## src/rtl/bcd_disp_pkg.sv

```systemverilog
// Shared types and default constants for the BCD display scan logic.
//   scan_state_t : scan controller states (S_OFF, S_ON, S_GAP)
//   bcd_t        : one BCD digit nibble
//   DEF_*        : default NUM_DIGITS / SCAN_DIV / GAP_CYC values
package bcd_disp_pkg;

    typedef enum logic [1:0] {
        S_OFF = 2'd0,
        S_ON  = 2'd1,
        S_GAP = 2'd2
    } scan_state_t;

    typedef logic [3:0] bcd_t;

    localparam int unsigned DEF_NUM_DIGITS = 4;
    localparam int unsigned DEF_SCAN_DIV   = 50000;
    localparam int unsigned DEF_GAP_CYC    = 500;

endpackage

```

## src/rtl/bcd_scan_timer.sv

```systemverilog
// Digit slot timer. Counts clock cycles within one digit slot while run is high and
// flags the last lit cycle and the last cycle of the slot.
//   clk       : system clock
//   rst_n     : synchronous active-low reset
//   run       : count enable; low holds the counter at zero
//   gap_start : counter is at SCAN_DIV-GAP_CYC-1 (last lit cycle of the slot)
//   slot_end  : counter is at SCAN_DIV-1 (last cycle of the slot)
module bcd_scan_timer
    import bcd_disp_pkg::*;
#(
    parameter int unsigned SCAN_DIV = DEF_SCAN_DIV,
    parameter int unsigned GAP_CYC  = DEF_GAP_CYC
) (
    input  logic clk,
    input  logic rst_n,
    input  logic run,
    output logic gap_start,
    output logic slot_end
);

    localparam int unsigned CntW = (SCAN_DIV > 1) ? $clog2(SCAN_DIV) : 1;
    localparam logic [CntW-1:0] GapAt = CntW'(SCAN_DIV - GAP_CYC - 1);
    localparam logic [CntW-1:0] EndAt = CntW'(SCAN_DIV - 1);

    logic [CntW-1:0] cnt_q, cnt_d;

    assign gap_start = (cnt_q == GapAt);
    assign slot_end  = (cnt_q == EndAt);

    always_comb begin
        cnt_d = cnt_q;
        if (!run || slot_end) begin
            cnt_d = '0;
        end else begin
            cnt_d = cnt_q + 1'b1;
        end
    end

    always_ff @(posedge clk) begin
        if (!rst_n) begin
            cnt_q <= '0;
        end else begin
            cnt_q <= cnt_d;
        end
    end

endmodule

```

## src/rtl/bcd_scan_mux.sv

```systemverilog
// Time-multiplexed scan controller for a common-anode multi-digit 7-segment display.
// Holds a double-buffered digit set, presents one nibble at a time to the decoder,
// drives the matching active-low anode and blanks all anodes at the end of each slot.
//   clk      : system clock
//   rst_n    : synchronous active-low reset
//   en       : scan enable; low forces the display off
//   load     : capture strobe for digits_i
//   digits_i : BCD digits, digit k at [4k+3:4k], k=0 least significant
//   digit_o  : current digit nibble to the 7-seg decoder
//   an_o     : active-low anode enables, at most one low
//   blank_o  : high when no anode is driven
//   frame_o  : one-cycle pulse in the first cycle of each new frame
// Optional: define BCD_SCAN_LZB_EN for leading-zero blanking (digit 0 is always lit).
module bcd_scan_mux
    import bcd_disp_pkg::*;
#(
    parameter int unsigned NUM_DIGITS = DEF_NUM_DIGITS,
    parameter int unsigned SCAN_DIV   = DEF_SCAN_DIV,
    parameter int unsigned GAP_CYC    = DEF_GAP_CYC
) (
    input  logic                    clk,
    input  logic                    rst_n,
    input  logic                    en,
    input  logic                    load,
    input  logic [4*NUM_DIGITS-1:0] digits_i,
    output logic [3:0]              digit_o,
    output logic [NUM_DIGITS-1:0]   an_o,
    output logic                    blank_o,
    output logic                    frame_o
);

    localparam int unsigned IdxW = $clog2(NUM_DIGITS);
    localparam logic [IdxW-1:0] LastIdx = IdxW'(NUM_DIGITS - 1);

    scan_state_t               state_q, state_d;
    logic [IdxW-1:0]           idx_q, idx_d;
    logic [4*NUM_DIGITS-1:0]   active_q, active_d;
    logic [4*NUM_DIGITS-1:0]   pending_q, pending_d;
    logic                      pending_valid_q, pending_valid_d;
    logic                      frame_q, frame_d;
    logic                      run;
    logic                      gap_start;
    logic                      slot_end;
    logic                      show;
    bcd_t                      cur_digit;

    assign run = en && (state_q != S_OFF);

    bcd_scan_timer #(
        .SCAN_DIV (SCAN_DIV),
        .GAP_CYC  (GAP_CYC)
    ) u_timer (
        .clk       (clk),
        .rst_n     (rst_n),
        .run       (run),
        .gap_start (gap_start),
        .slot_end  (slot_end)
    );

    always_comb begin
        state_d         = state_q;
        idx_d           = idx_q;
        active_d        = active_q;
        pending_d       = pending_q;
        pending_valid_d = pending_valid_q;
        frame_d         = 1'b0;
        unique case (state_q)
            S_OFF: begin
                // Nothing is on screen, so a load can go straight to the display buffer.
                if (load) begin
                    active_d        = digits_i;
                    pending_valid_d = 1'b0;
                end
                if (en) begin
                    state_d = S_ON;
                    idx_d   = '0;
                end
            end
            S_ON, S_GAP: begin
                if (load) begin
                    pending_d       = digits_i;
                    pending_valid_d = 1'b1;
                end
                if (!en) begin
                    state_d = S_OFF;
                    idx_d   = '0;
                end else if (slot_end) begin
                    // Reached from S_ON only when GAP_CYC is zero.
                    state_d = S_ON;
                    if (idx_q == LastIdx) begin
                        idx_d   = '0;
                        frame_d = 1'b1;
                        // Commit uses the old pending value; a coincident load stays pending.
                        if (pending_valid_q) begin
                            active_d = pending_q;
                            if (!load) begin
                                pending_valid_d = 1'b0;
                            end
                        end
                    end else begin
                        idx_d = idx_q + 1'b1;
                    end
                end else if (state_q == S_ON && gap_start) begin
                    state_d = S_GAP;
                end
            end
            default: begin
                state_d = S_OFF;
                idx_d   = '0;
            end
        endcase
    end

    always_ff @(posedge clk) begin
        if (!rst_n) begin
            state_q         <= S_OFF;
            idx_q           <= '0;
            active_q        <= '0;
            pending_q       <= '0;
            pending_valid_q <= 1'b0;
            frame_q         <= 1'b0;
        end else begin
            state_q         <= state_d;
            idx_q           <= idx_d;
            active_q        <= active_d;
            pending_q       <= pending_d;
            pending_valid_q <= pending_valid_d;
            frame_q         <= frame_d;
        end
    end

`ifdef BCD_SCAN_LZB_EN
    // lead_zero[k]: digit k and every digit above it are zero.
    logic [NUM_DIGITS-1:0] lead_zero;
    always_comb begin
        logic zero_above;
        zero_above = 1'b1;
        lead_zero  = '0;
        for (int k = NUM_DIGITS - 1; k >= 0; k--) begin
            zero_above   = zero_above && (active_q[4*k +: 4] == 4'd0);
            lead_zero[k] = zero_above;
        end
    end
    assign show = !((idx_q != '0) && lead_zero[idx_q]);
`else
    assign show = 1'b1;
`endif

    assign cur_digit = active_q[{idx_q, 2'b00} +: 4];

    always_comb begin
        an_o    = '1;
        blank_o = 1'b1;
        digit_o = 4'd0;
        if (state_q != S_OFF) begin
            digit_o = cur_digit;
        end
        if (state_q == S_ON && show) begin
            an_o[idx_q] = 1'b0;
            blank_o     = 1'b0;
        end
    end

    assign frame_o = frame_q;

endmodule

```

## config.mk

```make
export PLATFORM = sky130hd
export DESIGN_NAME = bcd_scan_mux
export DESIGN_NICKNAME = d
export VERILOG_FILES = /design/src/rtl/bcd_disp_pkg.sv /design/src/rtl/bcd_scan_timer.sv /design/src/rtl/bcd_scan_mux.sv
export SDC_FILE = /design/constraint.sdc
export NUM_CORES = 1
export LEC_CHECK = 0
export BUFFER_PORTS_ARGS = -buffer_cell sky130_fd_sc_hd__buf_4
export CAP_MARGIN = 15
export CORE_UTILIZATION = 58
export CTS_CLUSTER_SIZE = 40
export DETAILED_ROUTE_END_ITERATION = 16
export PLACE_DENSITY = 0.79
export SLEW_MARGIN = 40
export SYNTH_ARGS = -nofsm -noshare
export SYNTH_HDL_FRONTEND = slang
export SYNTH_SLANG_ARGS = --single-unit
```

## constraint.sdc

```tcl
create_clock -name clk -period 2.4 [get_ports clk]
set_input_delay 0.48 -clock clk [delete_from_list [all_inputs] [get_ports clk]]
set_output_delay 0.48 -clock clk [all_outputs]
set_load 0.05 [all_outputs]
```

# Word-level counts from Yosys, hierarchy flattened
# Index checks and enable logic that the tools add are counted.
[classes] n_addsub=2 magnitude_cmp=2 n_eq_ne=13 shifts=1 n_mux=30 bitwise_logic=2 reduce_logical=16
[op_table] cell="$mux 16" count=5
[op_table] cell="$eq 16x16->1 const B" count=2
[op_table] cell="$pmux 16 s2" count=1
[op_table] cell="$add 16x1->16 const B" count=1
[op_table] cell="$mux 2" count=8
[op_table] cell="$shiftx 16x5->4" count=1
[op_table] cell="$mux 1" count=10
[op_table] cell="$ne 2x2->1 const B" count=5
[op_table] cell="$mux 4" count=2
[op_table] cell="$pmux 2 s2" count=2
[op_table] cell="$reduce_and 2->1" count=4
[op_table] cell="$reduce_and 6->1" count=1
[op_table] cell="$eq 2x2->1 const B" count=2
[op_table] cell="$ne 4x3->1 const B" count=1
[op_table] cell="$not 4->4" count=1
[op_table] cell="$reduce_and 4->1" count=1
[op_table] cell="$reduce_bool 2->1" count=2
[op_table] cell="$reduce_or 2->1" count=2
[op_table] cell="$logic_and 1x1->1" count=3
[op_table] cell="$lt 2x3->1 const B" count=1
[op_table] cell="$ne 3x2->1 const B" count=1
[op_table] cell="$add 2x1->2 const B" count=1
[op_table] cell="$demux 1 s2" count=1
[op_table] cell="$eq 2x1->1 const B" count=1
[op_table] cell="other kinds (7)" count=7
[totals] regBits=54 inputBits=20 output_inout_bits=10 wordCells=73

# Logic depth before layout (Yosys ltp)
[depth] ltp_word=7 mapped_depth=8 depth_no_buf=6

# Cells and area by module
# From an unflattened synthesis, not the netlist that was laid out.
[hier_totals] hier_cells=294 hier_area_um2=2760.1
[by_module_without_submodules] mod="bcd_scan_mux" instances=1 cells_each=210 area_each_um2=1993.2 seq_area_each_um2=760.7
[by_module_without_submodules] mod="bcd_scan_timer" instances=1 cells_each=84 area_each_um2=767.0 seq_area_each_um2=320.3

# Worst setup path after synthesis
# No wires, ideal clock.
[synth_timing] path_type="reg-to-output" startpoint="reg idx_q[1]" endpoint="out digit_o[0]" t_arrival_ps=1577 t_required_ps=1920 slack_ps=343 path_stages_with_launch=4 path_buffers=1 cell_sequence="dfxtp_1 clkbuf_1 mux4_2 nor2b_1"
[synth_between] elab_chain_cells=2
[synth_lines] element="start: declaration" line="bcd_scan_mux.sv:36" text="logic [IdxW-1:0] idx_q, idx_d;"
[synth_lines] element="start signal: assignment" line="bcd_scan_mux.sv:124" text="idx_q <= idx_d;"
[synth_lines] element="$shiftx 16x5->4" line="bcd_scan_mux.sv:149" text="assign cur_digit = active_q[{idx_q, 2'b00} +: 4];"
[synth_lines] element="$mux 4" line="bcd_scan_mux.sv:155" text="if (state_q != S_OFF) begin"
[synth_lines] element="end: declaration" line="bcd_scan_mux.sv:26" text="output logic [3:0] digit_o,"
# No other way between the ends.

# Worst setup path after layout
# Ends and elaborated chain as after synthesis.

==> results.cfg <==
[outcome]
outcome = finished, violations left
failed_checks = design-rule violations

[critical_path]
crit_slowest_cell = dfxtp_1
crit_type = reg -> out
crit_path_max_incr_delay_ns = 0.58
crit_fanout = 8
timing.rr.start = u_timer.cnt_q[0]
reg2reg_to = active_q[10]
worst_ep_arrival_time_ns = 1.78
r2r_slack_ns = 0.39
worst-path-buf-inv = 1
ff2ff_path_depth = 5
crit_family = flip-flops
crit_chain = mux4_2 -> nor2b_1 -> buf_4
crit_path_end_kind = output port
startpoint_type = flip-flop
critical_path_required_ns = 1.92

[placed_design]
dp_hpwl_mm = 3.93
dp_cells = 382
numPortBuffers = 29
pre_cts_ws_ns = 0.404
gp_congestion = 0.806

[worst_hold_path]
min_from = digits_i[4]
hold_end = pending_q[4]
min_path_cells = 3
hold_class = in -> reg

[logic_synthesis]
syn-cell-area_sq_mm = 0.00279
ys_types = 42
synth_top_flop_cell = dfxtp_1
synth_edf_count = 0
ys_ff_latch = 54
async_reset_ff_frac = 0
yosys_warnings = 0
synth.yosys.seq_area_share = 0.388
avgSynthCellArea_sq_um = 8.96
synth_cells = 311
synth_fp_nets = 340

[layout]
fin_util = 0.704
diodes = 0
fill_cells = 376
synthToLayoutAreaGrowth_pct = 13.0
fin_nets = 366
multi_input_area_sq_mm = 0.00161
most-common-layout-cells = nand2_1 (77), dfxtp_1 (54), buf_4 (37)
seq_area_sq_mm = 0.00108
stdcell_count = 390
mostFrequentLayoutCell = nand2_1
final_layout_size_suffix_gt1_frac = 0.219

[detailed_routing]
ant_nets = 0
via_per_inst = 5.62
wire_per_inst_um = 14.1
drc = 1
drt_iter0_markers = 177
drt_wl_total_mm = 5.49
route.vias.total = 2193
firstDrtPassIters = 10

[sta]
setup_ws_ns = 0.139
drv_slew = 0
final_hold_viol_count = 0
worst_pin_slew_ns = 0.700
period_needed_ns = 2.26
slew_headroom = 0.533
max_freq_ghz = 0.442
rsz0062_at_grt = no
period_share = 0.942
fin_skew_ns = 0.00397
setup_viol = 0
setup_tns_ns = 0

[clocking]
post_cts_resized = 0
cts_sinks = 54
clk_latency_ns = 0.31
post_cts_buffers = 0
clk_pin_slew_ns = 0.10
cts_buffers = 5
h-tree-depth = 2
root_buffer = clkbuf_8
postCtsHoldBufs = 0
clock_path_buffers = 2
cts_tree = yes

[pwr]
leakage_nw = 1.24
ir_drop_mv = 0.528
power_density_mw_per_mm2 = 814

[floorplanning]
rows = 24
start_util = 0.623
ios = 30
dieArea_sq_mm = 0.00509
core_sq_mm = 0.00447
fp.dieW_um = 71.3
die_y_um = 71.3

[grt]
grt_antenna_before_repair = 0
grt_pass1_vias = 2087
grt_start_max_net_pins = 34
overflow = 0
track_usage = 0.237
grt_first_pass_wirelength_mm = 9.47

[job]
maxCapViolCount = 0
worst min-delay path, stage by stage:
cell	delay, ns
buf_4	0.11
nand2_1	0.04
a21boi_0	0.06
cells by family (layout without fill, tap and decap cells):
kind of cell,after synthesis,after routing,share of synthesized area
muxes,37,37,0.158
buffers and inverters,25,52,0.0391
adders and majority gates,9,9,0.0404
xor gates and xnor gates,12,12,0.0377
and+or+nand+nor,140,140,0.249
DFF,54,54,0.388
AOI/OAI and AO/OA,34,34,0.0880
worst max path at each step:
| stage | from | to | cells past startpoint |
|---|---|---|---|
| finish | idx_q[1] | digit_o[0] | 3 |
| CTS | idx_q[1] | digit_o[0] | 3 |
| detailed placement | u_timer.cnt_q[0] | active_q[1] | 5 |
| global placement | state_q[0] | active_q[5] | 6 |
| floorplan | idx_q[1] | digit_o[0] | 3 |
| global route | idx_q[1] | digit_o[0] | 3 |
through the flow:
stage / power (mW) / hold WS, ns / instance area (sq um)
6_report: 2.57 / 0.426 / 3150
5_1_grt: 2.71 / 0.419 / 3150
4_1_cts: 2.58 / 0.418 / 3150
3_5_place_dp: 2.05 / 0.452 / 3060
3_3_place_gp: 2.01 / 0.442 / 3050
2_1_floorplan: 1.81 / 0.426 / 2790
metal layers:
layer | routed length [um] | vias to the layer above | global-route usage
li1 | - | 1115 | -
met1 | 2550 | 1049 | 0.300
met2 | 2760 | 27 | 0.407
met3 | 145 | 2 | 0.0422
met4 | 33 | 0 | 0.0822
met5 | 0 | - | 0
where the power goes:
part / switching (mW) / internal (mW)
logic: 0.501 / 0.420
registers: 0.0748 / 1.03
clock network: 0.304 / 0.233
area by class of cell:
type                    count  share of cell area
repair buffers             37              0.0882
flip-flops and latches     54               0.343
well taps                  52              0.0207
inverters                   7             0.00834
clock buffers               6              0.0262
multi-input cells         232               0.510
clock inverters             2             0.00397
cell usage after synthesis, types with 5 or more instances:
library cell | instances | area share
a21boi_0 | 16 | 0.043
and3_1 | 6 | 0.013
clkbuf_1 | 16 | 0.022
dfxtp_1 | 54 | 0.39
ha_1 | 9 | 0.040
inv_1 | 7 | 0.0094
mux2_2 | 16 | 0.065
mux2i_1 | 17 | 0.061
nand2_1 | 77 | 0.10
nand3_1 | 9 | 0.016
nand4_1 | 8 | 0.018
nor2_1 | 15 | 0.020
nor2b_1 | 5 | 0.011
xor2_1 | 8 | 0.025
registers in the layout, indices dropped and copies added (netlist names):
name             cells
active_q            16
frame_o              1
idx_q                2
pending_q           16
pending_valid_q      1
state_q              2
u_timer.cnt_q       16
No activity file was read; power rests on OpenSTA's default activity.
